### config.mk
export PLATFORM = sky130hd
export DESIGN_NAME = cam_avg_ctrl
export DESIGN_NICKNAME = d
export VERILOG_FILES = /design/src/rtl/cam_avg_pkg.sv /design/src/rtl/cam_avg_div.sv /design/src/rtl/cam_avg_ctrl.sv
export SDC_FILE = /design/constraint.sdc
export NUM_CORES = 1
export LEC_CHECK = 0
export CAP_MARGIN = 25
export CELL_PAD_IN_SITES_DETAIL_PLACEMENT = 0
export CELL_PAD_IN_SITES_GLOBAL_PLACEMENT = 1
export CORE_MARGIN = 4
export CORE_UTILIZATION = 39
export DETAILED_ROUTE_END_ITERATION = 6
export PLACE_DENSITY_LB_ADDON = 0.15
export SLEW_MARGIN = 10
export SYNTH_ARGS = -nofsm -noshare
export SYNTH_HDL_FRONTEND = slang
export SYNTH_HIERARCHICAL = 1
export SYNTH_SLANG_ARGS = --single-unit
### constraint.sdc
create_clock -name VGA_CLK -period 12.9 [get_ports VGA_CLK]
set_clock_uncertainty 0.15 [all_clocks]
set_input_delay 3.87 -clock VGA_CLK [delete_from_list [all_inputs] [get_ports VGA_CLK]]
set_output_delay 3.87 -clock VGA_CLK [all_outputs]
set_load 0.05 [all_outputs]
### src/rtl/cam_avg_pkg.sv
// Shared types and constants for the camera average scheduler.
package cam_avg_pkg;

    localparam int         PIX_W   = 8;
    localparam logic [7:0] PIX_MAX = 8'hFF;

    typedef enum logic [2:0] {
        IDLE    = 3'd0,
        LOAD    = 3'd1,
        DIV     = 3'd2,
        STORE   = 3'd3,
        PUBLISH = 3'd4
    } cam_avg_state_t;

endpackage

### src/rtl/cam_avg_div.sv
// Restoring unsigned divider, one quotient bit per cycle.
// The first step is taken on the start edge itself, so the quotient is
// complete and done is high during the ACC_W-th cycle after start.
module cam_avg_div #(
    parameter int ACC_W = 32
) (
    input  logic             VGA_CLK,
    input  logic             RST,
    input  logic             start,
    input  logic [ACC_W-1:0] dividend,
    input  logic [ACC_W-1:0] divisor,
    output logic [ACC_W-1:0] quotient,
    output logic             done
);

    localparam int             CW        = $clog2(ACC_W) + 1;
    localparam logic [CW-1:0]  STEP_ONE  = CW'(1);
    localparam logic [CW-1:0]  STEP_LAST = CW'(ACC_W - 1);

    // One restoring step: returns {remainder, shifted quotient}.
    function automatic logic [2*ACC_W-1:0] div_step(
        input logic [ACC_W-1:0] rem,
        input logic [ACC_W-1:0] q,
        input logic [ACC_W-1:0] d
    );
        logic [ACC_W:0] trial;
        logic           bit_s;
        trial = {rem, q[ACC_W-1]};
        if (trial >= {1'b0, d}) begin
            trial = trial - {1'b0, d};
            bit_s = 1'b1;
        end else begin
            bit_s = 1'b0;
        end
        return {trial[ACC_W-1:0], q[ACC_W-2:0], bit_s};
    endfunction

    logic [ACC_W-1:0]   rem_r;
    logic [ACC_W-1:0]   quo_r;
    logic [ACC_W-1:0]   dvs_r;
    logic [CW-1:0]      step_r;
    logic               run_r;
    logic               done_r;
    logic [ACC_W-1:0]   rem_in_s;
    logic [ACC_W-1:0]   quo_in_s;
    logic [ACC_W-1:0]   dvs_in_s;
    logic [2*ACC_W-1:0] step_s;

    // Select fresh operands on start, otherwise continue the running division.
    always_comb begin
        rem_in_s = '0;
        quo_in_s = quo_r;
        dvs_in_s = dvs_r;
        if (start) begin
            rem_in_s = '0;
            quo_in_s = dividend;
            dvs_in_s = divisor;
        end else begin
            rem_in_s = rem_r;
            quo_in_s = quo_r;
            dvs_in_s = dvs_r;
        end
        step_s = div_step(rem_in_s, quo_in_s, dvs_in_s);
    end

    // Iteration registers, step counter and done pulse.
    always_ff @(posedge VGA_CLK or negedge RST) begin
        if (!RST) begin
            rem_r  <= '0;
            quo_r  <= '0;
            dvs_r  <= '0;
            step_r <= '0;
            run_r  <= 1'b0;
            done_r <= 1'b0;
        end else if (start) begin
            rem_r  <= step_s[2*ACC_W-1:ACC_W];
            quo_r  <= step_s[ACC_W-1:0];
            dvs_r  <= divisor;
            step_r <= STEP_ONE;
            run_r  <= (ACC_W > 1);
            done_r <= (ACC_W == 1);
        end else if (run_r) begin
            rem_r  <= step_s[2*ACC_W-1:ACC_W];
            quo_r  <= step_s[ACC_W-1:0];
            step_r <= step_r + STEP_ONE;
            if (step_r == STEP_LAST) begin
                run_r  <= 1'b0;
                done_r <= 1'b1;
            end else begin
                done_r <= 1'b0;
            end
        end else begin
            done_r <= 1'b0;
        end
    end

    assign quotient = quo_r;
    assign done     = done_r;

endmodule

### src/rtl/cam_avg_ctrl.sv
// Frame-windowed multi-channel average scheduler: accumulates pixel sums per
// frame, and every FRAME_DIV frames divides each channel sum by the pixel
// count through one shared divider, publishing all averages together.
module cam_avg_ctrl
    import cam_avg_pkg::*;
#(
    parameter int N_CH      = 3,
    parameter int FRAME_DIV = 30,
    parameter int ACC_W     = 32
) (
    input  logic                  VGA_CLK,
    input  logic                  RST,
    input  logic                  frame_start,
    input  logic                  frame_end,
    input  logic                  pix_valid,
    input  logic [N_CH*PIX_W-1:0] pixel,
    output logic [N_CH*PIX_W-1:0] color,
    output logic                  color_valid,
    output logic                  busy,
    output logic                  overrun
);

    localparam int               FW        = (FRAME_DIV > 1) ? $clog2(FRAME_DIV) : 1;
    localparam logic [FW-1:0]    FCNT_LAST = FW'(FRAME_DIV - 1);
    localparam int               CHW       = (N_CH > 1) ? $clog2(N_CH) : 1;
    localparam logic [CHW-1:0]   CH_LAST   = CHW'(N_CH - 1);
    localparam logic [ACC_W-1:0] ACC_MAX   = {ACC_W{1'b1}};
    localparam logic [ACC_W-1:0] ACC_ONE   = ACC_W'(1);

    // Saturating add of one pixel into a channel sum.
    function automatic logic [ACC_W-1:0] sat_add(input logic [ACC_W-1:0] a,
                                                 input logic [PIX_W-1:0] p);
        logic [ACC_W:0] sum;
        sum = {1'b0, a} + {{(ACC_W+1-PIX_W){1'b0}}, p};
        return sum[ACC_W] ? ACC_MAX : sum[ACC_W-1:0];
    endfunction

    // Clamp a quotient to the pixel range.
    function automatic logic [PIX_W-1:0] clamp_pix(input logic [ACC_W-1:0] q);
        return (q > ACC_W'(PIX_MAX)) ? PIX_MAX : q[PIX_W-1:0];
    endfunction

    logic [ACC_W-1:0]     acc_r      [N_CH];
    logic [ACC_W-1:0]     snap_r     [N_CH];
    logic [PIX_W-1:0]     stage_r    [N_CH];
    logic [ACC_W-1:0]     cnt_r;
    logic [ACC_W-1:0]     snap_cnt_r;
    logic [FW-1:0]        fcnt_r;
    logic [CHW-1:0]       ch_r;
    cam_avg_state_t       state_r;
    cam_avg_state_t       state_s;
    logic [N_CH*PIX_W-1:0] color_r;
    logic                 color_valid_r;
    logic                 overrun_r;
    logic                 trigger_s;
    logic                 idle_s;
    logic                 div_start_s;
    logic [ACC_W-1:0]     div_quo_s;
    logic                 div_done_s;

    assign trigger_s = frame_end && (fcnt_r == FCNT_LAST);
    assign idle_s    = (state_r == IDLE);

    // Per-frame channel sums and pixel count; frame_start restarts them.
    always_ff @(posedge VGA_CLK or negedge RST) begin
        if (!RST) begin
            for (int k = 0; k < N_CH; k++) acc_r[k] <= '0;
            cnt_r <= '0;
        end else if (frame_start) begin
            for (int k = 0; k < N_CH; k++)
                acc_r[k] <= pix_valid ? {{(ACC_W-PIX_W){1'b0}}, pixel[k*PIX_W +: PIX_W]} : '0;
            cnt_r <= pix_valid ? ACC_ONE : '0;
        end else if (pix_valid && !frame_end) begin
            for (int k = 0; k < N_CH; k++)
                acc_r[k] <= sat_add(acc_r[k], pixel[k*PIX_W +: PIX_W]);
            if (cnt_r != ACC_MAX) cnt_r <= cnt_r + ACC_ONE;
        end
    end

    // Frame counter, epoch snapshot and overrun flag.
    always_ff @(posedge VGA_CLK or negedge RST) begin
        if (!RST) begin
            fcnt_r     <= '0;
            snap_cnt_r <= '0;
            overrun_r  <= 1'b0;
            for (int k = 0; k < N_CH; k++) snap_r[k] <= '0;
        end else begin
            overrun_r <= trigger_s && !idle_s;
            if (frame_end) fcnt_r <= trigger_s ? '0 : fcnt_r + FW'(1);
            if (trigger_s && idle_s) begin
                for (int k = 0; k < N_CH; k++) snap_r[k] <= acc_r[k];
                snap_cnt_r <= cnt_r;
            end
        end
    end

    // Next-state logic for the divide sequence.
    always_comb begin
        state_s     = state_r;
        div_start_s = 1'b0;
        case (state_r)
            IDLE: begin
                if (trigger_s) state_s = LOAD;
                else           state_s = IDLE;
            end
            LOAD: begin
                if (snap_cnt_r == '0) begin
                    state_s = STORE;
                end else begin
                    state_s     = DIV;
                    div_start_s = 1'b1;
                end
            end
            DIV: begin
                if (div_done_s) state_s = STORE;
                else            state_s = DIV;
            end
            STORE: begin
                if (ch_r == CH_LAST) state_s = PUBLISH;
                else                 state_s = LOAD;
            end
            PUBLISH: state_s = IDLE;
            default: state_s = IDLE;
        endcase
    end

    // State register, channel index, staging and published outputs.
    always_ff @(posedge VGA_CLK or negedge RST) begin
        if (!RST) begin
            state_r       <= IDLE;
            ch_r          <= '0;
            color_r       <= '0;
            color_valid_r <= 1'b0;
            for (int k = 0; k < N_CH; k++) stage_r[k] <= '0;
        end else begin
            state_r       <= state_s;
            color_valid_r <= (state_r == PUBLISH);
            if (idle_s && trigger_s) ch_r <= '0;
            if (state_r == STORE) begin
                stage_r[ch_r] <= (snap_cnt_r == '0) ? '0 : clamp_pix(div_quo_s);
                if (ch_r != CH_LAST) ch_r <= ch_r + CHW'(1);
            end
            if (state_r == PUBLISH) begin
                for (int k = 0; k < N_CH; k++) color_r[k*PIX_W +: PIX_W] <= stage_r[k];
            end
        end
    end

    cam_avg_div #(.ACC_W(ACC_W)) u_div (
        .VGA_CLK  (VGA_CLK),
        .RST      (RST),
        .start    (div_start_s),
        .dividend (snap_r[ch_r]),
        .divisor  (snap_cnt_r),
        .quotient (div_quo_s),
        .done     (div_done_s)
    );

    assign color       = color_r;
    assign color_valid = color_valid_r;
    assign overrun     = overrun_r;
    assign busy        = !idle_s;

endmodule

# Yosys cells after proc, flatten, opt, wreduce, memory -nomap -nowiden
# Index checks and enable logic that the tools add are counted.
[op_classes]
add_sub_neg = 8
order_cmp = 4
n_eq_ne = 9
mux = 48
bitwise = 1
n_reduce_logical = 13
[op_table]
columns = ["op", "count"]
rows = [
  ["$mux 32", 16],
  ["$mux 96", 2],
  ["$add 32x8->33", 3],
  ["$bmux 32 s2", 1],
  ["$mux 8", 6],
  ["$ge 33x32->1", 1],
  ["$add 32x1->32 const B", 1],
  ["$gt 32x8->1 const B", 1],
  ["$logic_not 32->1", 1],
  ["$ne 32x32->1 const B", 1],
  ["$sub 32x32->32", 1],
  ["$bwmux 24", 1],
  ["$demux 8 s2", 1],
  ["$mux 1", 13],
  ["$mux 6", 2],
  ["$pmux 3 s4", 1],
  ["$add 6x1->6 const B", 1],
  ["$eq 3x2->1 const B", 2],
  ["$eq 6x5->1 const B", 1],
  ["$mux 2", 3],
  ["$reduce_bool 2->1", 3],
  ["$add 5x1->5 const B", 1],
  ["$eq 5x5->1 const B", 1],
  ["$logic_and 1x1->1", 5],
  ["other kinds (13)", 14],
]
[word_totals]
reg_bits = 420
word_cells = 106

# Logic depth before layout (Yosys ltp)
[depth]
ltp_word = 9
depth_mapped = 22

# Modules after synthesis
# The synthesis kept the hierarchy.
[modules_own_cells]
columns = ["mod", "n_inst", "cells_each", "area_per_inst_um2", "seq_area_each_um2"]
rows = [
  ["cam_avg_ctrl", 1, 1453, 15811.4, 7907.6],
  ["cam_avg_div", 1, 680, 6451.2, 2602.5],
]

# Worst setup path after synthesis
# OpenSTA, ideal clock, no wires.
[synth_timing]
path_kind = "input to register"
from = "in pixel[16]"
to = "reg acc_r[16] (netlist name)"
arrival_time_ns = 5.792
required_ns = 12.618
path_slack_ns = 6.826
path_stages = 10
path_buffers = 2
cell_sequence = "ha_1 > fa_1 > a211oi_1 > o211ai_1 > nand4_1 > clkbuf_1 > clkbuf_1 > nand2_1 > mux2i_1 > nor2_1"
[synth_between]
elab_chain_len = 4
[synth_lines]
columns = ["element", "line", "source"]
rows = [
  ["start, declared", "cam_avg_ctrl.sv:16", "input logic [N_CH*PIX_W-1:0] pixel,"],
  ["$add 32x8->33", "cam_avg_ctrl.sv:34", "sum = {1'b0, a} + {{(ACC_W+1-PIX_W){1'b0}}, p};"],
  ["$mux 32", "cam_avg_ctrl.sv:35", "return sum[ACC_W] ? ACC_MAX : sum[ACC_W-1:0];"],
  ["$mux 96", "cam_avg_ctrl.sv:73", "end else if (pix_valid && !frame_end) begin"],
  ["$mux 96", "cam_avg_ctrl.sv:69", "end else if (frame_start) begin"],
  ["end signal, assigned by index", "cam_avg_ctrl.sv:71", "acc_r[k] <= pix_valid ? {{(ACC_W-PIX_W){1'b0}}, pixel[k*PIX_W +: PIX_W]} : '0;"],
  ["end signal, assigned by index", "cam_avg_ctrl.sv:75", "acc_r[k] <= sat_add(acc_r[k], pixel[k*PIX_W +: PIX_W]);"],
  ["end, declared", "cam_avg_ctrl.sv:43", "logic [ACC_W-1:0] acc_r [N_CH];"],
]
# Every way passes these cells. The select of a mux whose other input is x is not followed.
# A chain may end at the register's enable or synchronous reset.

# Final worst setup path
[layout_timing]
from = "in frame_end"
to = "reg snap_r[83] (netlist name)"
[layout_between]
elab_chain_len = 2
[layout_lines]
columns = ["element", "line", "source"]
rows = [
  ["start, declared", "cam_avg_ctrl.sv:14", "input logic frame_end,"],
  ["$logic_and 1x1->1", "cam_avg_ctrl.sv:61", "assign trigger_s = frame_end && (fcnt_r == FCNT_LAST);"],
  ["$logic_and 1x1->1", "cam_avg_ctrl.sv:90", "if (trigger_s && idle_s) begin"],
  ["end, declared", "cam_avg_ctrl.sv:44", "logic [ACC_W-1:0] snap_r [N_CH];"],
]
# Every way passes these cells.

==> results.py <==
metrics = {
    "detailed_routing": {
        "route.detailed.drc": 0,
        "vias": 16367,
        "m1WireLength_um": 27900,
        "maxUsedRoutingLayer": "met4",
        "wire_per_inst_um": 20.2,
        "met3_length_um": 1810,
        "drtIter0Drc": 958,
        "vias_per_cell": 5.54,
        "wirelength_um": 59500,
        "wl_met2_um": 28600,
        "postRouteAntennaNets": 0,
        "first_pass_iters": 5,
    },
    "synth": {
        "yosys.area.top_type_share": 0.472,
        "yosys_warnings": 6,
        "synthTopCellsByArea": "dfrtp_1 47%, mux2_2 8.6%, mux2i_1 4.8%, ha_1 3.4%, o21ai_0 3.3%",
        "synth_seq_cells": 420,
        "synth_area_leader_cell": "dfrtp_1",
        "synth-seq-area-share": 0.472,
        "synth_most_common_cell": "dfrtp_1",
        "avgSynthCellArea_sq_um": 10.4,
        "async_flop_share": 1.00,
        "syn_area_sq_um": 22300,
        "synth-edff-count": 0,
        "ys_dominant_reg_cell": "dfrtp_1",
        "synthCells": 2133,
        "ys_types": 93,
        "ys_top_cells_by_count": "420 x dfrtp_1, 183 x nand2_1, 170 x mux2_2",
        "mappedNetlistNets": 2226,
    },
    "layout": {
        "final_util": 0.448,
        "num_antenna_cells": 0,
        "final_cells": 2953,
        "drive_gt1_frac": 0.158,
        "fillers": 5392,
        "nNetsFinal": 2250,
        "area_delta_synth_final_pct": 13.7,
    },
    "clock_network": {
        "cts_resized": 0,
        "htree_levels": 2,
        "cts.sinks": 420,
        "cts_hold_buffers": 0,
        "cts_buffer_depth": 3,
        "cts_buffers": 50,
        "worstSkewPairLatency_ps": 590,
        "clkTransAtPathRegs_ps": 60,
        "cts_tree": "done",
        "cts_root_buf": "clkbuf_16",
        "post-cts-setup-buffers": 0,
    },
    "floorplanning": {
        "start_util": 0.394,
        "die_w_um": 247,
        "die-area_sq_um": 61000,
        "io_pins": 56,
        "die_h_um": 247,
        "core_area_sq_um": 56500,
        "rows": 87,
    },
    "setup_path": {
        "critPathMaxStageDelay_ps": 670,
        "cp_cell_sequence": "clkdlybuf4s50_1 > and3_1 > nand3_1 > nor2_4 > buf_4 > buf_16 > buf_4 > mux2_2",
        "worstPathMaxFanout": 59,
        "cpMostUsedCell": "buf_4",
        "crit_buf_inv": 4,
        "end_kind": "flop",
        "critPathLaunchType": "input pin",
        "cp_data_arrival_time_ps": 6920,
        "slowest_stage": "buf_4",
        "crit_required_ps": 13210,
        "path_class": "in -> reg",
        "path_delay_family": "buffers and inverters",
    },
    "sta": {
        "tightest_slew_ps": 1030,
        "fin_hold_ws_ps": 322,
        "fmax_mhz": 151,
        "slew_headroom": 0.313,
        "drv_slew": 0,
        "period_minus_slack_ps": 6610,
        "setup_tns_ps": 0,
        "period_share": 0.512,
        "rsz0062_at_grt": "false",
        "layout_setup_ws_ps": 6290,
        "setup_viol": 0,
        "hold_viol_final": 0,
    },
    "place": {
        "dp_cells": 2859,
        "hpwl_um": 40200,
        "port_buffers": 55,
        "dp_slack_ps": 5440,
        "gp_congestion": 0.802,
    },
    "power_and_ir_drop": {
        "powerDensity_nw_per_um2": 165,
        "p_leak_nw": 11.6,
        "ir_drop_mv": 0.122,
    },
    "global_route": {
        "grt_use_total": 0.197,
        "grt.overflow.total": 0,
        "grt_max_degree": 162,
        "antenna_found_initial": 1,
        "grt_pass1_vias": 16603,
        "grt_pass1_wl_um": 95800,
    },
    "outcome": {
        "outcome": "completed",
    },
    "hold_path": {
        "hold_path_class": "reg -> reg",
    },
    "job": {
        "max_cap_viol_count": 0,
    },
}
[where the power goes]
| part | internal [W] | switching [W] | leakage [nW] |
|---|---|---|---|
| sequential | 0.00138 | 0.0000522 | 5.81 |
| clock | 0.000896 | 0.000575 | 0.842 |
| combinational | 0.000526 | 0.000761 | 4.91 |
[worst register-to-register path, stage by stage, from the launching register on]
cell	delay, ps
dfrtp_1	410
nor4_1	460
nand4_1	260
nor2_1	150
buf_4	250
nor3_2	90
buf_4	370
inv_1	320
nand2_1	190
inv_1	120
ha_1	250
nand2b_1	130
a21oi_2	80
o21ai_2	270
o31ai_4	120
a31o_4	290
a41oi_4	210
and2_1	820
a22oi_1	160
o22ai_1	210
[registers in the layout, summed over array words and instances (netlist names), 2 cells and up]
signal / flops
ch_r: 2
u_div/quotient: 32
u_div/rem_r: 32
fcnt_r: 5
color: 24
cnt_r: 32
snap_cnt_r: 32
u_div/step_r: 6
stage_r: 24
state_r: 3
acc_r: 96
snap_r: 96
u_div/dvs_r: 32
[layout make-up]
class | instances | area, sq um | area share
clock buffers | 73 | 1520 | 0.0601
clock inverters | 19 | 214 | 0.00845
inverters | 53 | 199 | 0.00786
multi-input cells | 1548 | 11100 | 0.438
flip-flops and latches | 420 | 10500 | 0.415
well taps | 756 | 946 | 0.0374
repair buffers | 84 | 823 | 0.0325
[cell usage in the layout (no fill, tap or decap), types with 9 or more instances in the layout]
master,instances
dfrtp_1,418
nand2_1,183
mux2_2,170
o21ai_0,145
nor2_1,122
mux2i_1,107
a21oi_1,102
nand3_1,61
ha_1,60
xor2_1,56
inv_1,53
clkbuf_16,53
clkdlybuf4s50_1,53
nor3_1,48
nor2b_1,41
nand4_1,39
a31oi_1,32
xnor2_1,32
buf_4,27
nor4_1,25
and3_1,24
o22ai_1,20
a21o_1,20
and2_1,19
and4_1,18
a211oi_1,18
o31ai_1,14
a22oi_1,13
o211ai_1,12
o21a_1,12
a311oi_1,12
clkbuf_8,12
nand2b_1,11
or3_1,10
o21ai_1,9
[path summary, 6_finish.rpt]
| check | startpoint | endpoint | slack [ps] | cells after the start |
|---|---|---|---|---|
| max | frame_end | snap_r[83]$_DFFE_PN0P_ | 6290 | 8 |
| min | stage_r[13]$_DFFE_PN0P_ | stage_r[13]$_DFFE_PN0P_ | 320 | 2 |
| max reg2reg | snap_cnt_r[6]$_DFFE_PN0P_ | u_div/rem_r[5]$_DFFE_PN0P_ | 7500 | 19 |
| min reg2reg | stage_r[13]$_DFFE_PN0P_ | stage_r[13]$_DFFE_PN0P_ | 320 | 2 |
| max in group asynchronous | RST | snap_r[83]$_DFFE_PN0P_ | 7500 | 3 |
| min in group asynchronous | RST | color[21]$_DFFE_PN0P_ | 3100 | 1 |
[layer usage]
layer  GRT usage  vias to the layer above
met5           0                        -
met4      0.0549                        0
met3      0.0237                       80
met2       0.327                      254
met1       0.271                     8214
li1            -                     7819
[logic make-up after synthesis]
family / count (synthesis) / synth area share
compound gates: 479 / 0.141
xor+xnor: 88 / 0.0346
fa+ha+maj: 64 / 0.0373
buf+inv: 165 / 0.0313
flops: 420 / 0.472
mux: 277 / 0.134
simple gates: 640 / 0.149
[per-stage QoR]
stage,cell area (sq um),total power [W]
after floorplan,22300,0.00239
after global placement,23500,0.00274
after detailed placement,23500,0.00274
after CTS,25300,0.00424
after global routing,25300,0.00442
final,25300,0.00419
Note: power is estimated with default switching activity, not from simulation.
==> RTL edit 1: new RTL, same settings <==
Change the package constant `PIX_MAX` from 8'hFF to 8'h7F.
--- a/src/rtl/cam_avg_pkg.sv
+++ b/src/rtl/cam_avg_pkg.sv
@@ -2,7 +2,7 @@
 package cam_avg_pkg;
 
     localparam int         PIX_W   = 8;
-    localparam logic [7:0] PIX_MAX = 8'hFF;
+    localparam logic [7:0] PIX_MAX = 8'h7F;
 
     typedef enum logic [2:0] {
         IDLE    = 3'd0,
Check against the original RTL: same outputs for any inputs over 4 cycles, from zero or initial values and one cycle with RST low; that may be too few to reach the edited logic, so the function may still have changed.
==> RTL edit 1 against the unedited design <==
  * Sequential cell count is the same
  * First-iteration DRC count grew 25%
  * Synthesized area is essentially flat
  * Worst setup slack lost 0.58 ns
  * Global-route usage grew 0.42 points
  * Cell count grew 1.4%
  * Non-clock buffer count shrank 4
  * Final area grew 0.37%
  * Routed wire length grew 2.3%
  * Via count grew 2.4%
  * Critical path depth shrank 1
  * Power shrank 0.54%
  * Critical endpoint is now snap_r[69]
  * Largest power group unchanged
==> RTL edit 1: results (changes against the unedited design) <==
** Routing
- Drt via density :: 5.60 (+1.1%)
- Detailed-route wire length per cell :: 20.3 µm (+0.92%)
- The met2 wirelength from detailed routing is 26,600 µm (-6.8%).
- The sum of met3 wire segment lengths after detailed routing was 2940 µm (+63%).
- Initial drt markers :: 1,196 (+25%)
- The detailed-routing wirelength on met1 was 30,200 µm (+8.2%).

** Final layout
- The final layout net count is 2,289 (+1.7%).
- Filler cells :: 5,340 (-0.96%)
- The fraction of layout cells with a size suffix above 1 came to 0.151 (-0.00730).

** Synthesis
- The commonest cells after synthesis are 420 x dfrtp_1, 193 x nand2_1, 171 x mux2_2.
- The synthesized netlist net count came to 2,270 (+2.0%).
- Post-synth cell types :: 86 (-7.5%)
- Largest cells by area after synthesis :: dfrtp_1 47%, mux2_2 8.6%, mux2i_1 4.8%

** STA
- Slew margin rel. :: 0.342 (+0.0288)
- The final critical-path required period came to 7.19 ns (+0.584 ns).

** Critical path
- The slowest stage of the critical path is the clkdlybuf4s50_1 cell.
- The worst reg2reg path depth came to 18 (-1).
- In this run the worst setup path terminates at snap_r[69].
- Startpoint of the worst register-to-register path :: snap_cnt_r[0]
- Register-to-Register Setup Slack :: 6.31 ns (-1.19 ns)
- In this run the critical register-to-register path is captured at u_div/rem_r[6].
- The peak per-stage delay on the critical path came to 0.78 ns (+0.11 ns).

** Global routing
- Antenna violations before repair :: 0 (-1)
- The met1 usage came to 0.303 (+0.0318).
- The global-route wire length before repair is 97,100 µm (+1.4%).
- Largest net degree at the start of global routing :: 103 (-36%)
- GR met2 Demand/Resource :: 0.301 (-0.0267)
- Global-route total usage across every layer :: 0.201 (+0.00423)
- The number of global-route vias before repair is 16,613 (+0.060%).
- Met3 GRT Util :: 0.0360 (+0.0123)

** Placement
- HPWL after DPL :: 42,500 µm (+5.6%)
- Placer congestion estimate :: 0.890 (+11%)
- The worst setup slack after placement was 5.02 ns (-0.418 ns).

** Pwr
- Static leakage power :: 0.0116 µW (+0.30%)
- Worst IR drop on VDD :: 113 µV (-8.0%)

** Status
- Status :: completed

** Min path
- For hold timing, the worst endpoint is stage_r[4].
- Min-Delay Startpoint :: stage_r[4]

** Clock tree
- The total clock buffers created by CTS is 51 (+2.0%).
RTL edit 1: cell types whose count changed in the layout (fill, tap and decap cells not counted), sizes merged, moves of 6 or more:
| cell | delta |
|---|---|
| bufinv | +8 |
| clkbuf | -7 |
| nand2 | +9 |
| nor4 | +7 |
| nand3 | -9 |
| and3 | +16 |
| o211a | -6 |
| o21ai | +14 |
| nor3 | +13 |
| xor2 | -8 |
RTL edit 1: cells by family (layout without fill, tap and decap cells):
| logic type | after synthesis | in the layout | share of synthesized area |
|---|---|---|---|
| simple gates | 701 | 701 | 0.161 |
| compound gates | 475 | 475 | 0.135 |
| flops | 420 | 420 | 0.472 |
| mux | 277 | 277 | 0.134 |
| buf+inv | 161 | 221 | 0.0298 |
| xor+xnor | 79 | 79 | 0.0311 |
| fa+ha+maj | 64 | 64 | 0.0373 |
RTL edit 1: final cells by class:
type	instances	area, µm²	area share
Inverter	47	176	0.00694
Clock inverter	28	462	0.0182
Timing Repair Buffer	80	741	0.0292
Tap cell	756	946	0.0372
Multi-Input combinational cell	1596	11100	0.438
Clock buffer	66	1430	0.0564
Sequential cell	420	10500	0.414
RTL edit 1: power breakdown:
part | total, µW | switching, µW | internal (µW)
logic | 1130 | 669 | 461
clock network | 1610 | 588 | 1020
registers | 1420 | 48.4 | 1370
RTL edit 1: metrics by stage:
step           hold WS, ns   util  cell area, µm²  total power, µW  std cells
6_report             0.322  0.450           25400             4160       2993
5_1_grt              0.352  0.450           25400             4380       2993
4_1_cts              0.327  0.450           25400             4200       2993
3_5_place_dp         0.311  0.416           23500             2570       2899
3_3_place_gp         0.309  0.416           23500             2570       2898
2_1_floorplan        0.290      -           22300             2280       2177
==> RTL edit 2: new RTL, same flow settings <==
Without the edit above. Re-encode `cam_avg_state_t` (5 states) as Gray code, 3 bits wide.
--- a/src/rtl/cam_avg_pkg.sv
+++ b/src/rtl/cam_avg_pkg.sv
@@ -5,11 +5,11 @@
     localparam logic [7:0] PIX_MAX = 8'hFF;
 
     typedef enum logic [2:0] {
-        IDLE    = 3'd0,
-        LOAD    = 3'd1,
-        DIV     = 3'd2,
-        STORE   = 3'd3,
-        PUBLISH = 3'd4
+        IDLE    = 3'b000,
+        LOAD    = 3'b001,
+        DIV     = 3'b011,
+        STORE   = 3'b010,
+        PUBLISH = 3'b110
     } cam_avg_state_t;
 
 endpackage
Formal check against the unedited RTL: same outputs for any inputs over 10 cycles, from zero or initial values and one cycle with RST low; not proved beyond that.
==> RTL edit 2 against the unedited design <==
  * Via count grew 2.6%
  * Worst setup slack worse by 0.24 ns
  * Synthesized cell count rose by 4.5%
  * Non-clock buffer count decreased by 3
  * Synthesized area is essentially flat
  * Routed wire length fell by 1.3%
  * Final area down 0.52%
  * Critical path type unchanged
  * Sequential cell count did not move
  * Power decreased by 6.0%
==> RTL edit 2: results (changes against the unedited design) <==
** Clock tree
- The H-tree level count came to 2 (unchanged).
- The total clock buffers created by CTS is 49 (-2.0%).
- The tree is rooted in a clkbuf_16.
- Clock edge transition at the registers on the reported setup and hold paths :: 0.06 ns (about the same)
- Worst skew pair latency :: 0.58 ns
- Buffers inserted during post-CTS setup optimization :: 0 (unchanged)
- The maximum clock path buffer count was 3 (unchanged).
- Cells resized by post-CTS repair :: 0 (unchanged)

** Critical path
- Largest driver fanout on the critical path :: 19 (-68%)
- Slowest stage delay, CP :: 0.65 ns (-0.02 ns)
- Crit path max-delay family :: simple AND/OR/NAND/NOR gates
- The largest individual stage delay along the critical path comes from the cell nand4bb_1.
- The data arrival at the endpoint of the critical path was 7.13 ns (+0.21 ns).

** Synthesis
- Post-synth cell types :: 92 (-1.1%)
- Number of warnings reported in the yosys synthesis log :: 6 (unchanged)
- Number of nets produced by synthesis :: 2,321 (+4.3%)
- Share of flip-flops with an asynchronous set or reset after synthesis :: 1.00 (unchanged)
- Leading cell types by count after synthesis :: 420 x dfrtp_1, 261 x nand2_1, 170 x o21ai_0
- Sequential cell area fraction in the yosys report :: 0.472 (about the same)
- Largest cells by area after synthesis :: dfrtp_1 47%, mux2_2 7.4%, mux2i_1 4.9%

** Final layout
- Fraction of layout cells with a size suffix above 1 :: 0.134 (-0.0240)
- In the final layout, the registers with the most flip-flops are acc_r (96), snap_r (96).
- The number of antenna cells inserted is 0 (unchanged).

** Routing
- Drt via density :: 5.54 (-0.13%)
- The total wire length was 58,700 µm (-1.3%).
- The number of design-rule violations left by the first detailed-router iteration is 1,027 (+7.2%).
- Number of iterations in the first detailed-routing pass :: 5 (unchanged)

** Global routing
- The initial antenna violation count was 0 (-1).
- Global-route total usage across every layer :: 0.193 (-0.00376)
- The number of global-route vias before repair was 16,467 (-0.82%).
- Global-route wire length before repair :: 94,500 µm (-1.4%)
- Largest net degree at the start of global routing :: 139 (-14%)

** Pwr
- Power Internal :: 2670 µW (-4.8%)
- Worst IR drop on VDD :: 108 µV (-12%)
- Static leakage power :: 0.0117 µW (+1.6%)

** STA
- Slew at the pin closest to its max-slew limit :: 1.11 ns (+0.0749 ns)
- Final hold viol count :: 0 (unchanged)

** Placement
- The routability-driven placement congestion ratio is 0.825 (+2.8%).
- The count of port buffers added during placement was 55 (unchanged).
- HPWL after DPL :: 39,700 µm (-1.3%)

** Status
- Status :: completed

** Min path
- In this run the worst hold path is classified as flop to flop.
## RTL edit 2: cell count changes after synthesis, moves of 18 or more
| cell | delta |
|---|---|
| mux2_2 | -24 |
| nand3_1 | +18 |
| xor2_1 | -20 |
| nand2_1 | +78 |
| nor2_1 | +33 |
| o21ai_0 | +25 |
## RTL edit 2: layout make-up
class / count / area (µm²)
well taps: 756 / 946
clock buffers: 67 / 1360
fillers: 5392 / 31300
repair buffers: 81 / 826
clock inverters: 15 / 214
flip-flops and latches: 420 / 10500
multi-input cells: 1638 / 11100
inverters: 56 / 210
## RTL edit 2: worst reg2reg max path, cell delays in order (launching register included)
cell and delay [ns]:
dfrtp_1 0.41, nor4_1 0.36, nand4_1 0.30, nor2_1 0.80
nor3_2 0.35, buf_12 0.33, mux2i_1 0.74, ha_1 0.37
and2_1 0.23, and3_1 0.26, and4_1 0.26, nand3_1 0.09
o211ai_1 0.10, a41oi_2 0.20, buf_4 0.34, and2_1 0.39
buf_8 0.24, a22oi_1 0.11, o22ai_1 0.19
## RTL edit 2: power groups by stage
stage	logic, µW	registers, µW	clock network (µW)
finish	1120	1430	1390
floorplan	832	1430	0
global placement	1110	1450	0
detailed placement	1110	1450	0
global route	1220	1440	1480
CTS	1120	1430	1430
## RTL edit 2: per-layer routing
layer / wire length, µm / up-vias / GRT usage
li1: - / 8072 / -
met1: 30000 / 8337 / 0.297
met2: 25400 / 288 / 0.283
met3: 2120 / 91 / 0.0268
met4: 1250 / 0 / 0.0506
met5: 0 / - / 0
## RTL edit 2: kinds of logic after synthesis
kind of cell / synth area share
AOI/OAI and AO/OA: 0.143
xor gates and xnor gates: 0.0291
adders and majority gates: 0.0373
buffers and inverters: 0.0310
DFF: 0.472
muxes: 0.123
and+or+nand+nor: 0.165
## RTL edit 2: final timing paths
path,startpoint,end,slack (ns),cells past startpoint
max reg2reg,snap_cnt_r[11],u_div/rem_r[5],6.60,18
min reg2reg,stage_r[9],color[9],0.31,2
min,stage_r[9],color[9],0.31,2
max in group asynchronous,RST,snap_r[23],7.24,3
max,pixel[16],acc_r[13],6.06,9
min in group asynchronous,RST,u_div/rem_r[18],3.14,1
## RTL edit 2: through the flow
step	utilization	instance area (µm²)	instances	total power, µW	setup slack (ns)
after floorplan	-	22300	2228	2260	6.80
after global placement	0.416	23500	2946	2560	5.49
after detailed placement	0.417	23500	2948	2570	5.40
after CTS	0.445	25100	3030	3980	6.01
after global routing	0.446	25200	3033	4150	5.69
final	0.446	25200	3033	3940	6.06
